**src/rtl/spectrum_frame_sched.sv**
```systemverilog
// Frame round-robin scheduler: two FFT streams into one magnitude pipe.
// Optional stall padding enabled by defining SPEC_SCHED_TIMEOUT_EN.
module spectrum_frame_sched #(
  parameter int FRAME_LEN   = 1024,
  parameter int PIPE_LAT    = 5,
  parameter int TIMEOUT_CYC = 4096
) (
  input  logic        clk,
  input  logic        rst_n,
  input  logic [31:0] a_dout_i,
  input  logic        a_valid_i,
  input  logic        a_last_i,
  output logic        a_ready_o,
  input  logic [31:0] b_dout_i,
  input  logic        b_valid_i,
  input  logic        b_last_i,
  output logic        b_ready_o,
  output logic [31:0] mag_in_dout_o,
  output logic        mag_in_valid_o,
  output logic        mag_in_last_o,
  output logic        wr_chan_o,
  output logic        wr_valid_o,
  output logic        frame_done_a_o,
  output logic        frame_done_b_o,
  output logic        last_err_o,
  output logic        timeout_flag_o,
  output logic        busy_o
);

  localparam int CW = $clog2(FRAME_LEN);
  localparam logic [CW-1:0] LAST_BEAT = CW'(FRAME_LEN - 1);

`ifdef SPEC_SCHED_TIMEOUT_EN
  localparam int SW = $clog2(TIMEOUT_CYC + 1);
  localparam logic [SW-1:0] STALL_MAX = SW'(TIMEOUT_CYC - 1);
  typedef enum logic [1:0] {IDLE, XFER, PAD} state_t;
  logic [SW-1:0] stall_q;
  logic          tmo_q;
`else
  typedef enum logic [0:0] {IDLE, XFER} state_t;
`endif

  state_t        state_q;
  logic          grant_q;
  logic          served_q;
  logic [CW-1:0] beat_q;
  logic [31:0]   dout_q;
  logic          mvalid_q;
  logic          mlast_q;
  logic          mchan_q;
  logic          lerr_q;
  logic [2:0]    dl_q [PIPE_LAT];

  logic        in_xfer;
  logic        src_valid;
  logic        src_last;
  logic [31:0] src_dout;
  logic        acc;
  logic        at_end;

  assign in_xfer   = (state_q == XFER);
  assign src_valid = grant_q ? b_valid_i : a_valid_i;
  assign src_last  = grant_q ? b_last_i : a_last_i;
  assign src_dout  = grant_q ? b_dout_i : a_dout_i;
  assign acc       = in_xfer && src_valid;
  assign at_end    = (beat_q == LAST_BEAT);

  assign a_ready_o      = in_xfer && !grant_q;
  assign b_ready_o      = in_xfer && grant_q;
  assign busy_o         = (state_q != IDLE);
  assign mag_in_dout_o  = dout_q;
  assign mag_in_valid_o = mvalid_q;
  assign mag_in_last_o  = mlast_q;
  assign last_err_o     = lerr_q;

  // Grant, beat forwarding and frame accounting
  always_ff @(posedge clk or negedge rst_n) begin
    if (!rst_n) begin
      state_q  <= IDLE;
      grant_q  <= 1'b0;
      served_q <= 1'b1;
      beat_q   <= '0;
      dout_q   <= '0;
      mvalid_q <= 1'b0;
      mlast_q  <= 1'b0;
      mchan_q  <= 1'b0;
      lerr_q   <= 1'b0;
`ifdef SPEC_SCHED_TIMEOUT_EN
      stall_q  <= '0;
      tmo_q    <= 1'b0;
`endif
    end else begin
      mvalid_q <= 1'b0;
      mlast_q  <= 1'b0;
      unique case (state_q)
        IDLE: begin
          if (a_valid_i || b_valid_i) begin
            grant_q <= (a_valid_i && b_valid_i) ? !served_q : b_valid_i;
            state_q <= XFER;
          end
        end
        XFER: begin
          if (acc) begin
            dout_q   <= src_dout;
            mvalid_q <= 1'b1;
            mlast_q  <= at_end;
            mchan_q  <= grant_q;
            if (src_last != at_end) lerr_q <= 1'b1;
`ifdef SPEC_SCHED_TIMEOUT_EN
            stall_q <= '0;
`endif
            if (at_end) begin
              state_q  <= IDLE;
              beat_q   <= '0;
              served_q <= grant_q;
            end else begin
              beat_q <= beat_q + 1'b1;
            end
          end
`ifdef SPEC_SCHED_TIMEOUT_EN
          else if (stall_q == STALL_MAX) begin
            state_q <= PAD;
            tmo_q   <= 1'b1;
            stall_q <= '0;
          end else begin
            stall_q <= stall_q + 1'b1;
          end
`endif
        end
`ifdef SPEC_SCHED_TIMEOUT_EN
        PAD: begin
          dout_q   <= '0;
          mvalid_q <= 1'b1;
          mlast_q  <= at_end;
          mchan_q  <= grant_q;
          if (at_end) begin
            state_q  <= IDLE;
            beat_q   <= '0;
            served_q <= grant_q;
          end else begin
            beat_q <= beat_q + 1'b1;
          end
        end
`endif
        default: state_q <= IDLE;
      endcase
    end
  end

`ifdef SPEC_SCHED_TIMEOUT_EN
  assign timeout_flag_o = tmo_q;
`else
  assign timeout_flag_o = 1'b0;
`endif

  // Delay {valid,last,chan} to line up with magnitude output
  always_ff @(posedge clk or negedge rst_n) begin
    if (!rst_n) begin
      for (int i = 0; i < PIPE_LAT; i++) dl_q[i] <= '0;
    end else begin
      dl_q[0] <= {mvalid_q, mlast_q, mchan_q};
      for (int i = 1; i < PIPE_LAT; i++) dl_q[i] <= dl_q[i-1];
    end
  end

  assign wr_valid_o     = dl_q[PIPE_LAT-1][2];
  assign wr_chan_o      = dl_q[PIPE_LAT-1][0];
  assign frame_done_a_o = dl_q[PIPE_LAT-1][2] && dl_q[PIPE_LAT-1][1]
                        && !dl_q[PIPE_LAT-1][0];
  assign frame_done_b_o = dl_q[PIPE_LAT-1][2] && dl_q[PIPE_LAT-1][1]
                        && dl_q[PIPE_LAT-1][0];

endmodule

```
**config.mk**
```make
export PLATFORM = sky130hd
export DESIGN_NAME = spectrum_frame_sched
export DESIGN_NICKNAME = d
export VERILOG_FILES = /design/src/rtl/spectrum_frame_sched.sv
export SDC_FILE = /design/constraint.sdc
export NUM_CORES = 1
export LEC_CHECK = 0
export CORE_MARGIN = 2
export CORE_UTILIZATION = 40
export CTS_BUF_LIST = sky130_fd_sc_hd__clkbuf_8
export DETAILED_ROUTE_END_ITERATION = 16
export GPL_ROUTABILITY_DRIVEN = 0
export PLACE_DENSITY = 0.79
export SLEW_MARGIN = 10
export SYNTH_ARGS = -nofsm -noshare
export SYNTH_HDL_FRONTEND = slang
export SYNTH_SLANG_ARGS = --single-unit
```
**constraint.sdc**
```tcl
create_clock -name clk -period 1.4 [get_ports clk]
set_input_delay 0.28 -clock clk [delete_from_list [all_inputs] [get_ports clk]]
set_output_delay 0.28 -clock clk [all_outputs]
set_load 0.1 [all_outputs]
```
==> results.md, run 1 <==
- Status: finished, violations left
- Violated checks: negative setup slack
- Static leakage power: 2.218 nW
- Via density per instance: 5.067
- Post-synthesis xor/xnor area fraction: 1.620%
- Number of setup violations in the final report: 50
- Fraction of power spent switching nets: 39.06%
- Number of sinks handled by clock tree synthesis: 64
- Wire length of the first global-routing pass: 10690 um
- Storage element area: 1615 sq um
- Number of inserted diodes: 0
- Total Routed Length: 7673 um
- Core area: 6459 sq um
- TritonCTS buffer count: 9
- Post-detailed-route DRC marker count: 0
- Accumulated negative setup slack: -2.053 ns
- HP Class: register to register
- Main combinational cell family by area after synthesis: multiplexers
- Area of the multi-input gates: 1171 sq um
- TritonCTS clock tree: yes
- Vert. Die Dim: 86.20 um
- CP Capture Type: register
- Vias post-DR: 2331
- Number of pins with negative max-slew slack in the final report: 0
- Post-synthesis share of cell area spent on and, or, nand and nor gates: 11.99%
- Instance count of the mapped netlist: 235
- Vias in the first global route: 2242
- DRT antenna net count: 0
- Share of power burned in registers: 36.3%
- Length of the first detailed-routing pass in iterations: 4
- Most used flip-flop cell after synthesis: sky130_fd_sc_hd__dfrtp_1
- Drt first-iter violations: 113
- Count of filler cells inserted in the layout: 391
- Clock skew after layout: 0.009598 ns
- Detailed placement HPWL: 4593 um
- Final routed wire length divided by cell count: 16.68 um
- Total number of yosys warnings: 0
- Cell Pwr Density: 1305 nW/um^2
- Count of flip-flops with a built-in enable after synthesis: 0
- Mapped cell area: 2703 sq um
- Post-layout total power: 6.630 mW
- NumNets Final: 449
- Area growth from synthesis to layout: 87.92%
- Buffers on Ports: 111
- Number of maximum-capacitance violations: 0
- Initial core utilization: 41.84%
- CP Max Fanout: 5
- Number of register bits inferred by synthesis: 64
- Clk network pwr share: 23.5%
- Top library cells by usage in the layout, fill and taps aside: sky130_fd_sc_hd__clkdlybuf4s50_1 (68), sky130_fd_sc_hd__dfrtp_1 (59), sky130_fd_sc_hd__buf_12 (46), sky130_fd_sc_hd__mux2i_1 (30), sky130_fd_sc_hd__nand2_1 (27)
- Mean cell area of the mapped netlist: 11.50 sq um
- Post-layout min period: 1.531 ns
- CTS Buffer Depth: 2
- Critical path data required time: 1.63 ns
- Share of synthesized area occupied by flip-flops and latches: 59.31%
- Maximum number of pins on one net before global-route repair: 65
- Source-to-sink clock delay at the later pin of the worst-skew pair: 0.33 ns
- Total routing resource utilization after global routing: 18.70%
- Clk root buf: sky130_fd_sc_hd__clkbuf_8
- Largest voltage drop on the vdd net: 0.8602 mV
- Die span in x: 86.20 um
- P_int: 4.040 mW
- Post-Synthesis Net Count: 306
- FP Rows: 29
- Kind of launch point of the worst setup path: register
- Compound-gate portion of the synthesized area: 8.935%
- Crit share post-route: 109.3%
- Grt total ovfl: 0
- Number of distinct library cells after synthesis: 36
- Slack of the critical path: -0.1308 ns
- Worst endpoint data arrival time: 1.76 ns
- F_max: 653.3 MHz
- Relative contribution of combinational cells to total power: 40.3%
- Maximum level of the CTS H-tree: 3
- Clock-pin slew reported for the worst setup and hold paths after clock tree synthesis: 0.08 ns
- RSZ-0062 raised after global routing: true
- Class of the most critical setup path: register to register
- Net switching power: 2.590 mW
- Layout cell share with drive strength beyond 1: 38.12%
- Most common cell after layout, fill and taps aside: sky130_fd_sc_hd__clkdlybuf4s50_1
- Antenna violations before repair: 0
- Multiplexer area fraction after synthesis: 13.33%
- Area enclosed by the die boundary: 7430 sq um
- Ys async rst share: 100.0%
- Final Hold Fails: 0
- Area share of fa/ha/maj cells after synthesis: 0.4630%
- Boundary pin count: 113
through the flow:
| step | hold WS, ns | std cells | util (%) | area (sq um) | setup WS (ns) |
|---|---|---|---|---|---|
| after global routing | 0.3431 | 460 | 78.63 | 5079 | -0.1681 |
| after CTS | 0.3439 | 452 | 74.64 | 4821 | -0.09321 |
| after detailed placement | 0.3295 | 425 | 68.81 | 4444 | -0.3063 |
| final | 0.3398 | 460 | 78.63 | 5079 | -0.1308 |
| after global placement | 0.3245 | 425 | 68.81 | 4444 | -0.2627 |
| after floorplan | -0.01559 | 235 | - | 2761 | -0.09343 |
synth_stat cells (3+ instances only):
master / count / area [sq um]
sky130_fd_sc_hd__dfrtp_1: 63 / 1577
sky130_fd_sc_hd__clkbuf_1: 3 / 11.26
sky130_fd_sc_hd__nand3_1: 5 / 25.02
sky130_fd_sc_hd__buf_6: 3 / 33.78
sky130_fd_sc_hd__nor2_1: 5 / 18.77
sky130_fd_sc_hd__mux2i_1: 33 / 330.3
sky130_fd_sc_hd__xnor2_1: 3 / 26.28
sky130_fd_sc_hd__o21ai_0: 35 / 175.2
sky130_fd_sc_hd__a21oi_1: 5 / 25.02
sky130_fd_sc_hd__nand2_1: 45 / 168.9
sky130_fd_sc_hd__inv_1: 3 / 11.26
path summary, 6_finish.rpt:
check / startpoint / cells past startpoint / slack, ns / to
min in group asynchronous: rst_n / 3 / 0.51 / wr_valid_o$_DFF_PN0_
worst max-delay path: grant_q$_DFFE_PN0P_ / 5 / -0.13 / beat_q[9]$_DFFE_PN0P_
worst min-delay path: dl_q[10]$_DFF_PN0_ / 0 / 0.34 / dl_q[7]$_DFF_PN0_
worst min register to register: dl_q[10]$_DFF_PN0_ / 0 / 0.34 / dl_q[7]$_DFF_PN0_
max in group asynchronous: rst_n / 3 / 0.58 / served_q$_DFFE_PN1P_
worst max register to register: grant_q$_DFFE_PN0P_ / 5 / -0.13 / beat_q[9]$_DFFE_PN0P_
power groups by stage:
stage | sequential [mW] | combinational, mW | clock (mW)
5_1_grt | 2.44 | 2.78 | 1.68
3_5_place_dp | 2.42 | 2.41 | 0
6_report | 2.40 | 2.67 | 1.56
2_1_floorplan | 3.30 | 0.442 | 0
3_3_place_gp | 2.40 | 2.37 | 0
4_1_cts | 2.38 | 2.49 | 1.58
critical path: stages, from the launching register on:
cell	delay (ns)
sky130_fd_sc_hd__dfrtp_2	0.42
sky130_fd_sc_hd__buf_6	0.12
sky130_fd_sc_hd__mux2_4	0.24
sky130_fd_sc_hd__nand4_4	0.14
sky130_fd_sc_hd__a211o_2	0.35
sky130_fd_sc_hd__a21o_1	0.16
flip-flops by register name, summed over array words and instances, names as in the netlist:
signal and count:
last_err_o 1, grant_q 1, wr_chan_o 1, mchan_q 1
beat_q 10, mag_in_dout_o 32, mag_in_last_o 1, wr_valid_o 1
busy_o 1, served_q 1, mag_in_valid_o 1, dl_q 13
layer usage:
metal	wire, um	vias to the layer above	share of wire, %	track usage (%)
met5	0	-	0	0
met4	110	0	1.4	5.114
met3	645	12	8.4	6.857
met2	4011	96	52	32.14
met1	2905	1122	38	22.21
li1	-	1101	-	-
cell type report:
cell class              instances  share of cell area, %
clock buffers                   9                  2.439
repair buffers                144                  38.98
clock inverters                 7                  1.429
inverters                       4                 0.3942
flip-flops and latches         64                  31.81
well taps                      77                  1.897
multi-input cells             155                  23.06
timing repair:
action,4_1_cts,5_1_grt
cloned,2,4
pin swaps,5,6
gates resized for setup,16,67
hold buffers,1,0
endpoints found under the hold margin,63,0
buffers inserted,8,4
endpoints found under the setup margin,8,51
logic make-up after synthesis:
group | after synthesis
AND/OR/NAND/NOR | 68
AO/OA/AOI/OAI | 45
XOR/XNOR | 5
buffers and inverters | 16
flip-flops | 64
other | 1
multiplexers | 35
adder cells (fa/ha/maj) | 1
(Power assumes the default switching activity.)
==> inputs of run 2 (changes only) <==
CORE_UTILIZATION = 42   (was 40)
clock period = 1.6 ns   (was 1.4 ns; I/O delays follow)
==> results.md, run 2 (same netlist as run 1, synthesis figures left out) <==
- Status: finished, final reports clean (was finished, violations left)
- Via density per instance: 4.856 (was 5.067)
- Total Routed Length: 6501 um (was 7673 um)
- Placement Cell Area: 4380 sq um (was 4444 sq um)
- TritonCTS buffer count: 9 (unchanged)
- CP Capture Type: register (unchanged)
- Worst Hold Margin: 0.3503 ns (was 0.3398 ns)
- Detailed placement HPWL: 4541 um (was 4593 um)
- RSZ-0062 raised after global routing: true (unchanged)
- CP Max Fanout: 5 (unchanged)
- Clock-pin slew reported for the worst setup and hold paths after clock tree synthesis: 0.08 ns (about the same)
- Number of pins with negative max-slew slack in the final report: 0 (unchanged)
- Grt total ovfl: 0 (unchanged)
- Core area: 6277 sq um (was 6459 sq um)
- List of cells traversed by the critical path: buf_4 > mux2_4 > nand4_4 > nor3_4 > mux2_4 (was buf_6 > mux2_4 > nand4_4 > a211o_2 > a21o_1)
- Number of flip-flops in the largest register: 32 (unchanged)
- Static leakage power: 2.052 nW (was 2.218 nW)
- Placed Cells: 422 (was 425)
- Clk root buf: sky130_fd_sc_hd__clkbuf_8 (unchanged)
- Top library cells by usage in the layout, fill and taps aside: sky130_fd_sc_hd__clkdlybuf4s50_1 (68), sky130_fd_sc_hd__dfrtp_1 (59), sky130_fd_sc_hd__buf_12 (45), sky130_fd_sc_hd__nand2_1 (43), sky130_fd_sc_hd__o21ai_0 (35) (was sky130_fd_sc_hd__clkdlybuf4s50_1 (68), sky130_fd_sc_hd__dfrtp_1 (59), sky130_fd_sc_hd__buf_12 (46), sky130_fd_sc_hd__mux2i_1 (30), sky130_fd_sc_hd__nand2_1 (27))
- Standard cell with the maximum stage delay on the critical path: sky130_fd_sc_hd__dfrtp_2 (unchanged)
- DRT antenna net count: 0 (unchanged)
- Antenna violations before repair: 0 (unchanged)
- Total routing resource utilization after global routing: 18.92% (was 18.70%)
- Drt first-iter violations: 59 (was 113)
- Crit share post-route: 97.64% (was 109.3%)
- Area growth from synthesis to layout: 75.42% (was 87.92%)
- Initial core utilization: 43.05% (was 41.84%)
- Total non-filler cell area in the finished layout: 4741 sq um (was 5079 sq um)
- Number of maximum-capacitance violations: 0 (unchanged)
- Post-detailed-route DRC marker count: 0 (unchanged)
- Class of the most critical setup path: register to register (unchanged)
- Worst endpoint data arrival time: 1.84 ns (was 1.76 ns)
- Wire length of the first global-routing pass: 10490 um (was 10690 um)
- FP Rows: 29 (unchanged)
- NumNets Final: 434 (was 449)
- Die span in x: 84.22 um (was 86.20 um)
- Clock skew after layout: 0.005467 ns (was 0.009598 ns)
- Source-to-sink clock delay at the later pin of the worst-skew pair: 0.34 ns (was 0.33 ns)
- Number of setup violations in the final report: 0 (was 50)
- Maximum level of the CTS H-tree: 3 (unchanged)
- F_max: 640.1 MHz (was 653.3 MHz)
- Post-layout min period: 1.562 ns (was 1.531 ns)
- Most common cell after layout, fill and taps aside: sky130_fd_sc_hd__clkdlybuf4s50_1 (unchanged)
- Number of sinks handled by clock tree synthesis: 64 (unchanged)
- HP Class: register to register (unchanged)
- Kind of launch point of the worst setup path: register (unchanged)
- Post-layout total power: 5.814 mW (was 6.630 mW)
- Vert. Die Dim: 84.22 um (was 86.20 um)
- Critical path data required time: 1.88 ns (was 1.63 ns)
- Layout cell share with drive strength beyond 1: 26.36% (was 38.12%)
- Utilization after layout: 75.52% (was 78.63%)
- Cell Count, Final, Fillers Out: 445 (was 460)
- Vias in the first global route: 2226 (was 2242)
- Length of the first detailed-routing pass in iterations: 4 (unchanged)
- Buffers on Ports: 111 (unchanged)
- Maximum number of pins on one net before global-route repair: 37 (was 65)
- Boundary pin count: 113 (unchanged)
- Cell Pwr Density: 1226 nW/um^2 (was 1305 nW/um^2)
- Final routed wire length divided by cell count: 14.61 um (was 16.68 um)
- TritonCTS clock tree: yes (unchanged)
- CP most frequent cell: sky130_fd_sc_hd__mux2_4
- Area enclosed by the die boundary: 7092 sq um (was 7430 sq um)
- Vias post-DR: 2161 (was 2331)
- Largest voltage drop on the vdd net: 0.8800 mV (was 0.8602 mV)
- Number of inserted diodes: 0 (unchanged)
- CTS Buffer Depth: 2 (unchanged)
- Final Hold Fails: 0 (unchanged)
- Delay contributed by the slowest stage of the critical path: 0.43 ns (was 0.42 ns)
## run 2: final timing paths
kind                            slack, ns                            end           startpoint  depth (start not counted)
worst max-delay path                 0.04           served_q$_DFFE_PN1P_  grant_q$_DFFE_PN0P_                          5
worst min-delay path                 0.35             dl_q[10]$_DFF_PN0_   dl_q[13]$_DFF_PN0_                          0
worst max register to register       0.04           served_q$_DFFE_PN1P_  grant_q$_DFFE_PN0P_                          5
worst min register to register       0.35             dl_q[10]$_DFF_PN0_   dl_q[13]$_DFF_PN0_                          0
max in group asynchronous            0.67               busy_o$_DFF_PN0_                rst_n                          3
min in group asynchronous            0.56  mag_in_dout_o[29]$_DFFE_PN0P_                rst_n                          3
## run 2: per-stage QoR
stage	setup WS (ns)	setup TNS [ns]
6_report	0.03780	0
4_1_cts	0.01311	0
3_3_place_gp	-0.1001	-0.6899
5_1_grt	-0.01046	-0.01534
2_1_floorplan	-0.02221	-0.02221
3_5_place_dp	-0.1416	-1.723
## run 2: repair_timing
| item | CTS | global route |
|---|---|---|
| setup buffers | 4 | 0 |
| gates cloned | 1 | 1 |
| gates resized for setup | 1 | 8 |
| hold buffers | 1 | 0 |
| endpoints found under the hold margin | 28 | 0 |
| endpoints found under the setup margin | 3 | 5 |
## run 2: area by class of cell
class                   count  area [sq um]
clock buffers               9         123.9
clock inverters             7         102.6
fillers                   420          1536
inverters                   4         15.01
multi-input cells         155          1046
flip-flops and latches     64          1613
well taps                  77         96.34
repair buffers            129          1744
## run 2: layer usage
layer	part of all wire [%]	GRT usage, %
met4	0.78	5.718
met1	40	23.39
met3	10	6.785
met5	0	0
met2	49	31.31
## run 2: critical path: cells and delay by family (launching register included)
kind          cells  cell delay (ns)
mux               2             0.54
buf+inv           1             0.16
simple gates      2             0.36
flops             1             0.43
## run 2: power by group
part,internal [mW],leakage (nW),total (mW),switching (mW)
logic,0.869,1.16,2.15,1.28
clock network,0.892,0.110,1.57,0.675
registers,1.84,0.781,2.10,0.260
total,3.60,2.05,5.81,2.21
==> inputs of run 3 (changes only) <==
MAX_ROUTING_LAYER = met4   (was unset)
SKIP_LAST_GASP = 1   (was unset)
==> results.md, run 3 (same netlist as run 1, synthesis figures left out) <==
- Status: finished, final reports clean (unchanged)
- Largest voltage drop on the vdd net: 0.8797 mV (was 0.8800 mV)
- Initial core utilization: 43.05% (unchanged)
- Number of maximum-capacitance violations: 0 (unchanged)
- Vias post-DR: 2163 (was 2161)
- Clock skew after layout: 0.006047 ns (was 0.005467 ns)
- Maximum level of the CTS H-tree: 3 (unchanged)
- Clock-pin slew reported for the worst setup and hold paths after clock tree synthesis: 0.07 ns (was 0.08 ns)
- Source-to-sink clock delay at the later pin of the worst-skew pair: 0.34 ns (about the same)
- Total Routed Length: 6483 um (was 6501 um)
- F_max: 641.2 MHz (was 640.1 MHz)
- FP Rows: 29 (unchanged)
- Detailed placement HPWL: 4541 um (unchanged)
- Cell Pwr Density: 1227 nW/um^2 (was 1226 nW/um^2)
- Length of the first detailed-routing pass in iterations: 5 (was 4)
- Antenna violations before repair: 0 (unchanged)
- Class of the most critical setup path: register to register (unchanged)
- Crit share post-route: 97.48% (was 97.64%)
- Boundary pin count: 113 (unchanged)
- NumNets Final: 434 (unchanged)
- Utilization after layout: 75.50% (was 75.52%)
- Vias in the first global route: 2225 (was 2226)
- Static leakage power: 2.052 nW (about the same)
- Drt first-iter violations: 55 (was 59)
- Grt total ovfl: 0 (unchanged)
- Buffers on Ports: 111 (unchanged)
- Layout cell share with drive strength beyond 1: 26.09% (was 26.36%)
- HP Class: register to register (unchanged)
- CP Capture Type: register (unchanged)
- RSZ-0062 raised after global routing: true (unchanged)
- Core area: 6277 sq um (unchanged)
- Top library cells by usage in the layout, fill and taps aside: sky130_fd_sc_hd__clkdlybuf4s50_1 (68), sky130_fd_sc_hd__dfrtp_1 (59), sky130_fd_sc_hd__buf_12 (45), sky130_fd_sc_hd__nand2_1 (43), sky130_fd_sc_hd__o21ai_0 (35) (unchanged)
- Post-layout min period: 1.560 ns (was 1.562 ns)
- Most common cell after layout, fill and taps aside: sky130_fd_sc_hd__clkdlybuf4s50_1 (unchanged)
- TritonCTS buffer count: 9 (unchanged)
- Clk root buf: sky130_fd_sc_hd__clkbuf_8 (unchanged)
- TritonCTS clock tree: yes (unchanged)
- CP Max Fanout: 5 (unchanged)
- Area growth from synthesis to layout: 75.37% (was 75.42%)
- Number of pins with negative max-slew slack in the final report: 0 (unchanged)
- Number of inserted diodes: 0 (unchanged)
- Post-layout total power: 5.813 mW (was 5.814 mW)
- Total routing resource utilization after global routing: 19.52% (was 18.92%)
- Final routed wire length divided by cell count: 14.57 um (was 14.61 um)
- Worst endpoint data arrival time: 1.84 ns (about the same)
- Slack of the critical path: 0.04033 ns (was 0.03780 ns)
- Vert. Die Dim: 84.22 um (unchanged)
- Number of sinks handled by clock tree synthesis: 64 (unchanged)
- Number of setup violations in the final report: 0 (unchanged)
- Cell Count, Final, Fillers Out: 445 (unchanged)
- Post-place setup slack: -0.1416 ns (unchanged)
- Die span in x: 84.22 um (unchanged)
- Final Hold Fails: 0 (unchanged)
- Kind of launch point of the worst setup path: register (unchanged)
- Placed Cells: 422 (unchanged)
- Post-detailed-route DRC marker count: 0 (unchanged)
- Wire length of the first global-routing pass: 10470 um (was 10490 um)
- Number of flip-flops in the largest register: 32 (unchanged)
- Area enclosed by the die boundary: 7092 sq um (unchanged)
- Maximum number of pins on one net before global-route repair: 37 (unchanged)
- DRT antenna net count: 0 (unchanged)
- CTS Buffer Depth: 2 (unchanged)
- Via density per instance: 4.861 (was 4.856)
- Critical path data required time: 1.88 ns (about the same)
run 3: changes by cell type in the layout (fill, tap and decap cells not counted):
cell and delta:
sky130_fd_sc_hd__and3_1 +1, sky130_fd_sc_hd__and3_2 -1
run 3: stage by stage:
step	setup TNS [ns]	hold WS (ns)	cell area [sq um]
floorplan	-0.02221	0.02441	2733
global placement	-0.6899	0.3314	4380
detailed placement	-1.723	0.3347	4380
CTS	0	0.3527	4681
global route	-0.01534	0.3591	4740
finish	0	0.3501	4740
run 3: routing by layer:
metal | part of all wire, % | track usage (%)
met1 | 41 | 24.17
met5 | 0 | -
met2 | 49 | 31.10
met3 | 8.4 | 5.998
met4 | 0.94 | 5.718
run 3: area by class of cell:
type,instances,area (sq um)
clock buffer,9,123.9
clock inverter,7,102.6
fill,420,1538
inverter,4,15.01
multi-input combinational,155,1045
sequential,64,1613
tap,77,96.34
timing repair buffer,129,1744
run 3: where the power goes:
| group | total, mW | leakage [nW] | internal, mW | switching (mW) |
|---|---|---|---|---|
| clock | 1.57 | 0.110 | 0.892 | 0.676 |
| combinational | 2.14 | 1.16 | 0.867 | 1.28 |
| sequential | 2.10 | 0.781 | 1.84 | 0.260 |
| total | 5.81 | 2.05 | 3.60 | 2.21 |
run 3: final timing paths:
path,endpoint,cells after the start,slack [ns],startpoint
worst min-delay path,dl_q[10]$_DFF_PN0_,0,0.35,dl_q[13]$_DFF_PN0_
worst min register to register,dl_q[10]$_DFF_PN0_,0,0.35,dl_q[13]$_DFF_PN0_
worst max-delay path,served_q$_DFFE_PN1P_,5,0.04,grant_q$_DFFE_PN0P_
max in group asynchronous,busy_o$_DFF_PN0_,3,0.68,rst_n
worst max register to register,served_q$_DFFE_PN1P_,5,0.04,grant_q$_DFFE_PN0P_
min in group asynchronous,mag_in_dout_o[3]$_DFFE_PN0P_,3,0.56,rst_n
run 3: worst max-delay path, cell delays in order (launching register included):
cell and delay, ns:
sky130_fd_sc_hd__dfrtp_2 0.43, sky130_fd_sc_hd__buf_4 0.16, sky130_fd_sc_hd__mux2_4 0.23, sky130_fd_sc_hd__nand4_4 0.14, sky130_fd_sc_hd__nor3_4 0.22, sky130_fd_sc_hd__mux2_4 0.31
run 3: repair_timing:
action | CTS | global route
resized for setup | 1 | 7
hold endpoints to repair | 28 | 0
setup buffers | 4 | 0
endpoints found under the setup margin | 3 | 6
gates cloned | 1 | 1
hold buffers | 1 | 0
